[src/rtl/addsub_pipe.sv]
// ---------------------------------------------------------------------------
// addsub_pipe
//   Pipelined signed/unsigned adder-subtractor with a valid/ready handshake.
//   The WIDTH-bit carry chain is cut into STAGES registered slices of
//   SLICE = WIDTH/STAGES bits. Stage k adds slice k of A and B' with the
//   carry registered by stage k-1. Operand slices that are not yet summed
//   travel alongside, skewed by one register per stage. Finished sum slices
//   travel the same way. One result per clock; latency STAGES cycles.
//
// Parameters
//   WIDTH   operand/result width (>= 2)
//   STAGES  number of pipeline slices (must divide WIDTH)
//
// Ports
//   clk        rising-edge clock
//   rst_n      asynchronous active-low reset
//   in_valid   operand beat valid
//   in_ready   beat can be accepted this cycle (combinational from out_ready)
//   in_a       operand A
//   in_b       operand B
//   in_cin     carry-in (add) / borrow-in (sub)
//   in_sub     0: A+B+cin, 1: A-B-borrow
//   out_valid  result beat valid
//   out_ready  downstream accepts the result
//   out_s      result (modulo 2^WIDTH, or saturated, see below)
//   out_cout   carry out of the MSB (for subtraction: 1 = no borrow)
//   out_ovfl   signed overflow (carry into MSB xor carry out of MSB)
//   out_zero   out_s == 0
//
// Build option
//   ADDSUB_SAT_EN  when defined, a signed overflow saturates out_s to the
//                  signed max (positive operands) or signed min (negative
//                  operands). out_ovfl still reports the overflow.
// ---------------------------------------------------------------------------
module addsub_pipe #(
    parameter int WIDTH  = 8,
    parameter int STAGES = 2
) (
    input  logic             clk,
    input  logic             rst_n,
    input  logic             in_valid,
    output logic             in_ready,
    input  logic [WIDTH-1:0] in_a,
    input  logic [WIDTH-1:0] in_b,
    input  logic             in_cin,
    input  logic             in_sub,
    output logic             out_valid,
    input  logic             out_ready,
    output logic [WIDTH-1:0] out_s,
    output logic             out_cout,
    output logic             out_ovfl,
    output logic             out_zero
);

    localparam int SLICE = WIDTH / STAGES;

    // Global advance: the whole pipe moves together or holds together.
    logic adv;

    // Inter-stage buses. Index 0 is the input side; index k+1 is the
    // register output of stage k.
    //   st_s : summed slices below the current one, raw A slices above it
    //   st_b : effective B' slices still waiting to be summed (summed ones
    //          are cleared to zero)
    //   st_c : carry into the next slice
    //   st_v : beat valid
    logic [WIDTH-1:0] st_s [STAGES+1];
    logic [WIDTH-1:0] st_b [STAGES];
    logic [STAGES:0]  st_c;
    logic [STAGES:0]  st_v;

    assign out_valid = st_v[STAGES];
    assign adv       = !out_valid || out_ready;
    assign in_ready  = adv;

    // Subtraction as A + ~B + ~borrow; in_sub/in_cin only matter at entry.
    assign st_s[0] = in_a;
    assign st_b[0] = in_sub ? ~in_b : in_b;
    assign st_c[0] = in_sub ^ in_cin;
    assign st_v[0] = in_valid && adv;

    assign out_s    = st_s[STAGES];
    assign out_cout = st_c[STAGES];

    for (genvar k = 0; k < STAGES; k++) begin : g_stage
        localparam int LO = k * SLICE;

        logic [SLICE:0]   sum_w;
        logic [WIDTH-1:0] s_d;
        logic [WIDTH-1:0] s_q;
        logic             c_q;
        logic             v_q;

        assign sum_w = {1'b0, st_s[k][LO +: SLICE]}
                     + {1'b0, st_b[k][LO +: SLICE]}
                     + {{SLICE{1'b0}}, st_c[k]};

        if (k == STAGES - 1) begin : g_last
            logic [WIDTH-1:0] wrap_w;
            logic             a_msb;
            logic             b_msb;
            logic             cmsb_in;
            logic             ovfl_d;
            logic             ovfl_q;
            logic             zero_d;
            logic             zero_q;

            always_comb begin
                wrap_w              = st_s[k];
                wrap_w[LO +: SLICE] = sum_w[SLICE-1:0];
            end

            // The final slice holds the MSB; recover the carry into the MSB
            // from its sum bit, then compare it with the slice carry-out.
            assign a_msb   = st_s[k][WIDTH-1];
            assign b_msb   = st_b[k][WIDTH-1];
            assign cmsb_in = sum_w[SLICE-1] ^ a_msb ^ b_msb;
            assign ovfl_d  = cmsb_in ^ sum_w[SLICE];

`ifdef ADDSUB_SAT_EN
            // On overflow A and B' share a sign, so A's MSB picks the rail.
            always_comb begin
                s_d = wrap_w;
                if (ovfl_d) begin
                    s_d = a_msb ? {1'b1, {(WIDTH-1){1'b0}}}
                                : {1'b0, {(WIDTH-1){1'b1}}};
                end
            end
`else
            assign s_d = wrap_w;
`endif

            assign zero_d = (s_d == '0);

            always_ff @(posedge clk or negedge rst_n) begin
                if (!rst_n) begin
                    ovfl_q <= 1'b0;
                    zero_q <= 1'b0;
                end else if (adv && st_v[k]) begin
                    ovfl_q <= ovfl_d;
                    zero_q <= zero_d;
                end
            end

            assign out_ovfl = ovfl_q;
            assign out_zero = zero_q;
        end else begin : g_mid
            logic [WIDTH-1:0] b_d;
            logic [WIDTH-1:0] b_q;

            always_comb begin
                s_d              = st_s[k];
                s_d[LO +: SLICE] = sum_w[SLICE-1:0];
                b_d              = st_b[k];
                b_d[LO +: SLICE] = '0;
            end

            always_ff @(posedge clk or negedge rst_n) begin
                if (!rst_n) begin
                    b_q <= '0;
                end else if (adv && st_v[k]) begin
                    b_q <= b_d;
                end
            end

            assign st_b[k+1] = b_q;
        end

        // Data registers load only with a valid beat, so the outputs keep
        // their reset value until the first real result arrives.
        always_ff @(posedge clk or negedge rst_n) begin
            if (!rst_n) begin
                v_q <= 1'b0;
                s_q <= '0;
                c_q <= 1'b0;
            end else if (adv) begin
                v_q <= st_v[k];
                if (st_v[k]) begin
                    s_q <= s_d;
                    c_q <= sum_w[SLICE];
                end
            end
        end

        assign st_s[k+1] = s_q;
        assign st_c[k+1] = c_q;
        assign st_v[k+1] = v_q;
    end

endmodule

[config.mk]
export PLATFORM = sky130hd
export DESIGN_NAME = addsub_pipe
export DESIGN_NICKNAME = d
export VERILOG_FILES = /design/src/rtl/addsub_pipe.sv
export SDC_FILE = /design/constraint.sdc
export NUM_CORES = 1
export LEC_CHECK = 0
export ABC_AREA = 1
export ABC_CLOCK_PERIOD_IN_PS = 1700
export BUFFER_PORTS_ARGS = -buffer_cell sky130_fd_sc_hd__buf_4
export CORE_MARGIN = 1.5
export CORE_UTILIZATION = 40
export DETAILED_ROUTE_END_ITERATION = 8
export GPL_TIMING_DRIVEN = 0
export PLACE_DENSITY_LB_ADDON = 0.2
export SLEW_MARGIN = 20
export SYNTH_ARGS = -nofsm -noshare
export SYNTH_HDL_FRONTEND = slang
export SYNTH_SLANG_ARGS = --single-unit
export TNS_END_PERCENT = 20
[constraint.sdc]
create_clock -name clk -period 1.7 [get_ports clk]
set_input_delay 0.085 -clock clk [delete_from_list [all_inputs] [get_ports clk]]
set_output_delay 0.085 -clock clk [all_outputs]
set_load 0.05 [all_outputs]
After elaboration in Yosys (flattened, before gate mapping)
Cells that the tools add are included.
W data, S select, Z words.

cells by class
  add/sub/neg operators = 4
  multiplexer cells = 1
  bitwise operators = 5
  reduce and logical (&&, ||, !) cells = 8

operators by type and width
  kind                 number
  $add A4 B4 Y5        2
  $add A5 B1 Y5        2
  $logic_not A8 Y1     1
  $mux W8              1
  $not A8 Y8           1
  $reduce_and A2 Y1    2
  $xor A1 B1 Y1        4
  $logic_and A1 B1 Y1  3
  $logic_not A1 Y1     1
  $logic_or A1 B1 Y1   1

storage, ports and cells
  bits in registers = 26
  input bits = 22
  output and inout bits = 13
  logic and storage cells = 27

Depth between registers and ports, before layout
Gate-level depths: netlist (run 1).

  depth in word-level cells = 5
  depth in mapped cells = 10
  mapped depth without buffers = 10

Least setup slack after synthesis (run 1)
OpenSTA, ideal clock, no wires.

  path type = reg-to-reg
  from = register g_stage[0].s_q[4]
  to = register g_stage[1].g_last.ovfl_q, in the netlist out_ovfl
  library setup time = 117 ps
  data arrival time = 1657 ps
  data required time = 1583 ps
  path slack = -74 ps
  cell stages (with the launch flop) = 9
  path buffers = 0
  period minus slack after synthesis = 1774 ps
  cells stage by stage = dfrtp_1 > inv_1 > fa_1 > fa_1 > nand3b_1 > nand3_1 > nand3_1 > nand2_1 > nand2_1

on the way
  longest elaborated chain between the ends = 5

RTL lines
  element                      RTL line  source
  start: declaration           90        logic [WIDTH-1:0] s_q;
  start signal: assignment     174       s_q <= '0;
  start signal: assignment     179       s_q <= s_d;
  $add A4 B4 Y5 *              95        + {1'b0, st_b[k][LO +: SLICE]}
  $add A5 B1 Y5 *              96        + {{SLICE{1'b0}}, st_c[k]};
  $xor A1 B1 Y1 (2 in series)  117       assign cmsb_in = sum_w[SLICE-1] ^ a_msb ^ b_msb;
  $xor A1 B1 Y1 *              118       assign ovfl_d = cmsb_in ^ sum_w[SLICE];
  end signal: assignment       140       ovfl_q <= ovfl_d;
  end: declaration             104       logic ovfl_q;

Every way passes the cells marked *; elsewhere a longest branch is shown, timed or not.
A chain may end at the register's enable or synchronous reset.

Worst setup path in the final report (run 1)
  from = register g_stage[0].g_mid.b_q[4]
  to = register g_stage[1].g_last.ovfl_q, in the netlist out_ovfl

on the way
  longest elaborated chain between the ends = 5

RTL lines
  element                      RTL line  source
  start: declaration           149       logic [WIDTH-1:0] b_q;
  start signal: assignment     160       b_q <= '0;
  start signal: assignment     162       b_q <= b_d;
  $add A4 B4 Y5 *              95
  $add A5 B1 Y5 *              96
  $xor A1 B1 Y1 (2 in series)  117
  $xor A1 B1 Y1 *              118

Marks and branches as above.

==> flow_summary.json, run 1 <==
{
  "dp_hpwl_um": 2114,
  "place_area_sq_mm": 0.001793,
  "violations": "negative setup slack",
  "layout_setup_ws_ns": -0.09109,
  "grtUsageTotal_pct": 14.66,
  "required_ns": 1.87,
  "cts_max_level": 1,
  "cpMaxStageDelayCell": "fa_2",
  "io_pins": 35,
  "viasPerCell": 4.544,
  "drv_slew": 0,
  "fin_setup_tns_ns": -0.2384,
  "std_cell_rows": 21,
  "drt-pass1-iter-count": 4,
  "rsz0062_at_grt": "yes",
  "drc": 0,
  "postSynthAreaPerCell_sq_um": 9.691,
  "cts_tree": "yes",
  "dieArea_sq_mm": 0.004081,
  "startpoint": "g_stage[0].g_mid.b_q[4]",
  "area_growth_syn_to_layout_pct": 26.75,
  "synth_nets": 185,
  "fin_area_sq_mm": 0.001879,
  "numCtsBuffers": 3,
  "die_w_um": 63.88,
  "clock_latency_ns": 0.27,
  "synth-seq-area-share_pct": 43.88,
  "die_y_um": 63.88,
  "place_inst": 232,
  "grt_max_degree": 27,
  "synth_area_sq_mm": 0.001483,
  "maxCapViolations": 0,
  "start_util_pct": 43.08,
  "relSlewSlack_pct": 77.93,
  "path_buf_inv": 1,
  "final_common_cell": "buf_4",
  "drt-initial-drc-count": 46,
  "rr_worst_depth": 8,
  "worst_pin_slew_ns": 0.3311,
  "grt_overflow": 0,
  "clock_skew_ns": 0.005533,
  "cp_max_fo": 3,
  "finalHoldViolations": 0,
  "ys_ff_latch": 26,
  "antenna_found_initial": 0,
  "vias": 1086,
  "cp_slowest_stage_delay_ns": 0.40,
  "outcome": "complete, but fails checks",
  "cts.sinks": 26,
  "clk_path_buf_depth": 2,
  "leakagePower_nw": 0.9509,
  "min_from": "in_a[7]",
  "grt_pass1_vias": 1040,
  "core_sq_mm": 0.003442,
  "wl_per_cell_um": 11.23,
  "ant_nets": 0,
  "portBuffers": 33,
  "crit_arrival_ns": 1.96,
  "peakVddDrop_mv": 0.3570,
  "path_cells": "inv_2 > fa_2 > fa_2 > nand3b_1 > nand3_2 > nand3_2 > nand2_1 > nand2_1",
  "r2r_slack_ns": -0.09,
  "crit_family": "adder cells",
  "finalCriticalPeriod_ns": 1.791,
  "grt_pass1_wl_um": 4609,
  "setup_viol": 3,
  "fin_cells": 239,
  "fillers": 330,
  "wirelength_um": 2685,
  "max_freq_mhz": 558.3,
  "hold_class": "primary input to flip-flop",
  "fin_crit_sh_pct": 105.4,
  "cp-start-kind": "flip-flop",
  "root_buffer": "clkbuf_8",
  "r2r_start": "g_stage[0].g_mid.b_q[4]",
  "synthCells": 153,
  "critPathKind": "flip-flop to flip-flop",
  "synthDistinctLibCells": 25,
  "layout.nets": 227,
  "clk_pin_slew_ns": 0.08,
  "r2r-end": "out_ovfl",
  "final_cell_mix": "buf_4, nand2_1, dfrtp_1",
  "antenna_cells": 0,
  "dpl_worst_slack_ns": -0.08937,
  "min_path_cells": 3,
  "final_util_pct": 54.60,
  "crit_path_end_kind": "flip-flop",
  "drive_gt1_share_pct": 37.31,
  "cellPowerDensity_mw_per_mm2": 1349,
  "yosysWarnings": 0,
  "place.gp.congestion": 0.7705,
  "holdPathEnd": "g_stage[0].s_q[7]"
}
where the power goes:
group	internal (mW)	total (mW)	switching (mW)	leakage, nW
Combinational	0.469	1.30	0.832	0.611
Clock	0.159	0.338	0.179	0.0216
Sequential	0.792	0.896	0.103	0.319
Total	1.42	2.53	1.11	0.951
routing by layer:
layer | global-route usage (%) | part of all wire, % | vias to the layer above | routed length, um
met1 | 18.81 | 45 | 478 | 1215
met4 | 8.424 | 2.4 | 0 | 65
met3 | 1.761 | 4.6 | 5 | 123
met2 | 23.83 | 48 | 32 | 1280
li1 | - | - | 571 | -
met5 | 0 | 0 | - | 0
worst register-to-register path: stages (launching register included):
cell      delay, ns
dfrtp_1        0.35
inv_2          0.05
fa_2           0.40
fa_2           0.38
nand3b_1       0.23
nand3_2        0.11
nand3_2        0.07
nand2_1        0.07
nand2_1        0.05
kinds of logic after synthesis:
kind of cell	after synthesis	share of synthesized area, %
compound gates	24	9.874
xor+xnor	12	7.089
fa+ha+maj	10	10.46
buf+inv	22	8.270
flops	26	43.88
simple gates	59	20.42
Yosys cell counts:
master / count / area [sq um]
a21oi_1: 4 / 20.02
a31oi_1: 1 / 6.260
buf_12: 1 / 20.02
buf_2: 1 / 5.000
buf_6: 2 / 22.52
dfrtp_1: 26 / 650.6
fa_1: 4 / 80.08
ha_1: 6 / 75.07
inv_1: 12 / 45.04
inv_2: 5 / 18.77
inv_8: 1 / 11.26
nand2_1: 33 / 123.9
nand2_2: 5 / 31.28
nand2_4: 2 / 22.52
nand3_1: 8 / 40.04
nand3b_1: 2 / 15.01
nand4_1: 2 / 12.51
nor2_1: 4 / 15.01
nor2_4: 2 / 22.52
nor2_8: 1 / 20.02
o21a_1: 1 / 7.510
o21ai_1: 12 / 60.06
o21ai_2: 6 / 52.55
xnor2_1: 3 / 26.28
xor2_1: 9 / 78.83
repair_timing:
item	in CTS	in global routing
buffers inserted	1	2
setup endpoints to repair	2	4
gates resized for setup	1	4
endpoints found under the hold margin	26	0
pin swaps	1	7
hold buffers	1	0
per-stage QoR:
| step | hold slack (ns) | total power [mW] |
|---|---|---|
| floorplan | -0.2106 | 1.835 |
| global placement | 0.006628 | 2.159 |
| detailed placement | 0.01001 | 2.185 |
| CTS | 0.007994 | 2.544 |
| global route | 0.01744 | 2.724 |
| finish | 0.01269 | 2.535 |
final cells by class:
class                   count  area, sq um  area share [%]
flip-flops and latches     26        650.6           34.62
well taps                  46        57.56           3.063
plain buffers               4        47.55           2.530
multi-input cells         105        726.9           38.68
repair buffers             37        280.3           14.91
inverters                  18        75.07           3.995
clock buffers               3        41.29           2.197
worst max-delay path by stage:
| stage | end | cells after the start |
|---|---|---|
| final | out_ovfl | 8 |
| after global routing | out_ovfl | 8 |
| after CTS | out_ovfl | 8 |
| after detailed placement | out_ovfl | 8 |
| after global placement | out_zero | 7 |
| after floorplan | out_ovfl | 8 |
flip-flops by register name (all words and copies together), names as in the netlist:
signal / flops
g_stage.s_q: 8
out_s: 8
g_stage.g_mid.b_q: 4
g_stage.c_q: 1
g_stage.v_q: 1
out_cout: 1
out_ovfl: 1
out_valid: 1
out_zero: 1
(Power assumes the default switching activity.)
==> run 2: changes to the inputs <==
SKIP_CTS_REPAIR_TIMING = 1   (was unset)
==> run 2 against run 1 <==
Against the previous run:
- the flow still finishes with violations (negative setup slack)
- combinational power about the same
- clock power hardly changed
- via count increased by 0.64%
- cell count stayed put
- count of clock-buffer cells in the layout unchanged
- first-iteration DRC count shrank 22%
- critical path type unchanged
- critical endpoint unchanged
- largest power group unchanged
==> flow_summary.json, run 2 (synthesis gave the netlist of run 1 again) <==
{
  "final_cell_mix": "buf_4, nand2_1, dfrtp_1",
  "start_util_pct": 43.08,
  "place_inst": 232,
  "core_sq_mm": 0.003442,
  "cellPowerDensity_mw_per_mm2": 1358,
  "r2r-end": "out_ovfl",
  "clk_path_buf_depth": 2,
  "clk_pin_slew_ns": 0.08,
  "holdPathEnd": "g_stage[0].s_q[7]",
  "wirelength_um": 2721,
  "layout_setup_ws_ns": -0.1012,
  "grt_pass1_wl_um": 4567,
  "layout.nets": 227,
  "clock_latency_ns": 0.27,
  "leakagePower_nw": 0.9515,
  "fillers": 329,
  "setup_viol": 2,
  "min_from": "in_a[7]",
  "portBuffers": 33,
  "maxCapViolations": 0,
  "fin_crit_sh_pct": 106.0,
  "drive_gt1_share_pct": 36.79,
  "cpMaxStageDelayCell": "fa_2",
  "grt_max_degree": 27,
  "rr_worst_depth": 8,
  "min_path_cells": 3,
  "required_ns": 1.87,
  "grt_pass1_vias": 1031,
  "grtUsageTotal_pct": 14.55,
  "grt_overflow": 0,
  "crit_path_end_kind": "flip-flop",
  "rsz0062_at_grt": "yes",
  "root_buffer": "clkbuf_8",
  "fin_cells": 239,
  "finalCriticalPeriod_ns": 1.801,
  "outcome": "complete, but fails checks",
  "cts_tree": "yes",
  "numCtsBuffers": 3,
  "cts_max_level": 1,
  "cp_slowest_stage_delay_ns": 0.40,
  "violations": "negative setup slack",
  "finalHoldViolations": 0,
  "path_cells": "inv_2 > fa_2 > fa_2 > nand3b_1 > nand2_1 > nand2_2 > nand4_1 > nand2_1",
  "cp_max_fo": 3,
  "cp-start-kind": "flip-flop",
  "relSlewSlack_pct": 78.04,
  "die_w_um": 63.88,
  "dieArea_sq_mm": 0.004081,
  "critPathKind": "flip-flop to flip-flop",
  "dpl_worst_slack_ns": -0.08937,
  "io_pins": 35,
  "antenna_found_initial": 0,
  "drv_slew": 0,
  "final_util_pct": 54.60,
  "ant_nets": 0,
  "drt-initial-drc-count": 36,
  "viasPerCell": 4.573,
  "wl_per_cell_um": 11.38,
  "die_y_um": 63.88,
  "dp_hpwl_um": 2114,
  "hold_class": "primary input to flip-flop",
  "std_cell_rows": 21,
  "worst_pin_slew_ns": 0.3294,
  "final_common_cell": "buf_4",
  "antenna_cells": 0,
  "vias": 1093,
  "drc": 0,
  "fin_setup_tns_ns": -0.1577,
  "clock_skew_ns": 0.004273,
  "max_freq_mhz": 555.2,
  "cts.sinks": 26,
  "peakVddDrop_mv": 0.3592,
  "place.gp.congestion": 0.7705,
  "area_growth_syn_to_layout_pct": 26.75,
  "r2r_start": "g_stage[0].g_mid.b_q[4]",
  "crit_arrival_ns": 1.97,
  "r2r_slack_ns": -0.10,
  "drt-pass1-iter-count": 4
}
==> run 2: cell counts in the layout (fill, tap and decap cells not counted) <==
No cell type changed its count.
==> run 2: layout make-up <==
class	instances	area (sq um)	share of cell area [%]
Buffer	4	47.55	2.530
Clock buffer	3	41.29	2.197
Inverter	18	75.07	3.995
Multi-Input combinational cell	105	726.9	38.68
Sequential cell	26	650.6	34.62
Tap cell	46	57.56	3.063
Timing Repair Buffer	37	280.3	14.91
==> run 2: power by group <==
part | switching, mW | total, mW | internal (mW)
combinational | 0.839 | 1.32 | 0.480
clock | 0.179 | 0.338 | 0.159
sequential | 0.103 | 0.895 | 0.792
total | 1.12 | 2.55 | 1.43
==> run 2: per-layer routing <==
| layer | part of all wire, % | GRT usage, % | wire [um] | vias to the layer above |
|---|---|---|---|---|
| li1 | - | - | - | 569 |
| met2 | 49 | 23.57 | 1321 | 36 |
| met1 | 45 | 18.70 | 1216 | 483 |
| met3 | 4.3 | 1.761 | 117 | 5 |
| met5 | 0 | 0 | 0 | - |
| met4 | 2.4 | 8.424 | 65 | 0 |
==> run 2: how the worst max path moves through the flow <==
stage	from	to	slack, ns	depth (start not counted)
after CTS	g_stage[0].s_q[4]	out_ovfl	-0.1	8
final	g_stage[0].g_mid.b_q[4]	out_ovfl	-0.10	8
after floorplan	g_stage[0].s_q[4]	out_ovfl	0.03	8
after global routing	g_stage[0].g_mid.b_q[4]	out_ovfl	-0.19	9
after detailed placement	g_stage[0].s_q[4]	out_ovfl	-0.09	8
after global placement	g_stage[0].s_q[4]	out_zero	-0.08	7
==> run 2: critical path, delay by kind of cell (launching register included) <==
kind                       cells  cell delay [ns]
DFF                            1             0.35
buffers and inverters          1             0.05
adders and majority gates      2             0.78
and+or+nand+nor                5             0.52
==> run 2: stage by stage <==
step | cell area (sq um) | total power [mW] | hold WS (ns)
final | 1879 | 2.552 | 0.01369
after global routing | 1879 | 2.737 | 0.01744
after CTS | 1834 | 2.536 | -0.2908
after detailed placement | 1793 | 2.185 | 0.01001
after global placement | 1793 | 2.159 | 0.006628
after floorplan | 1488 | 1.835 | -0.2106
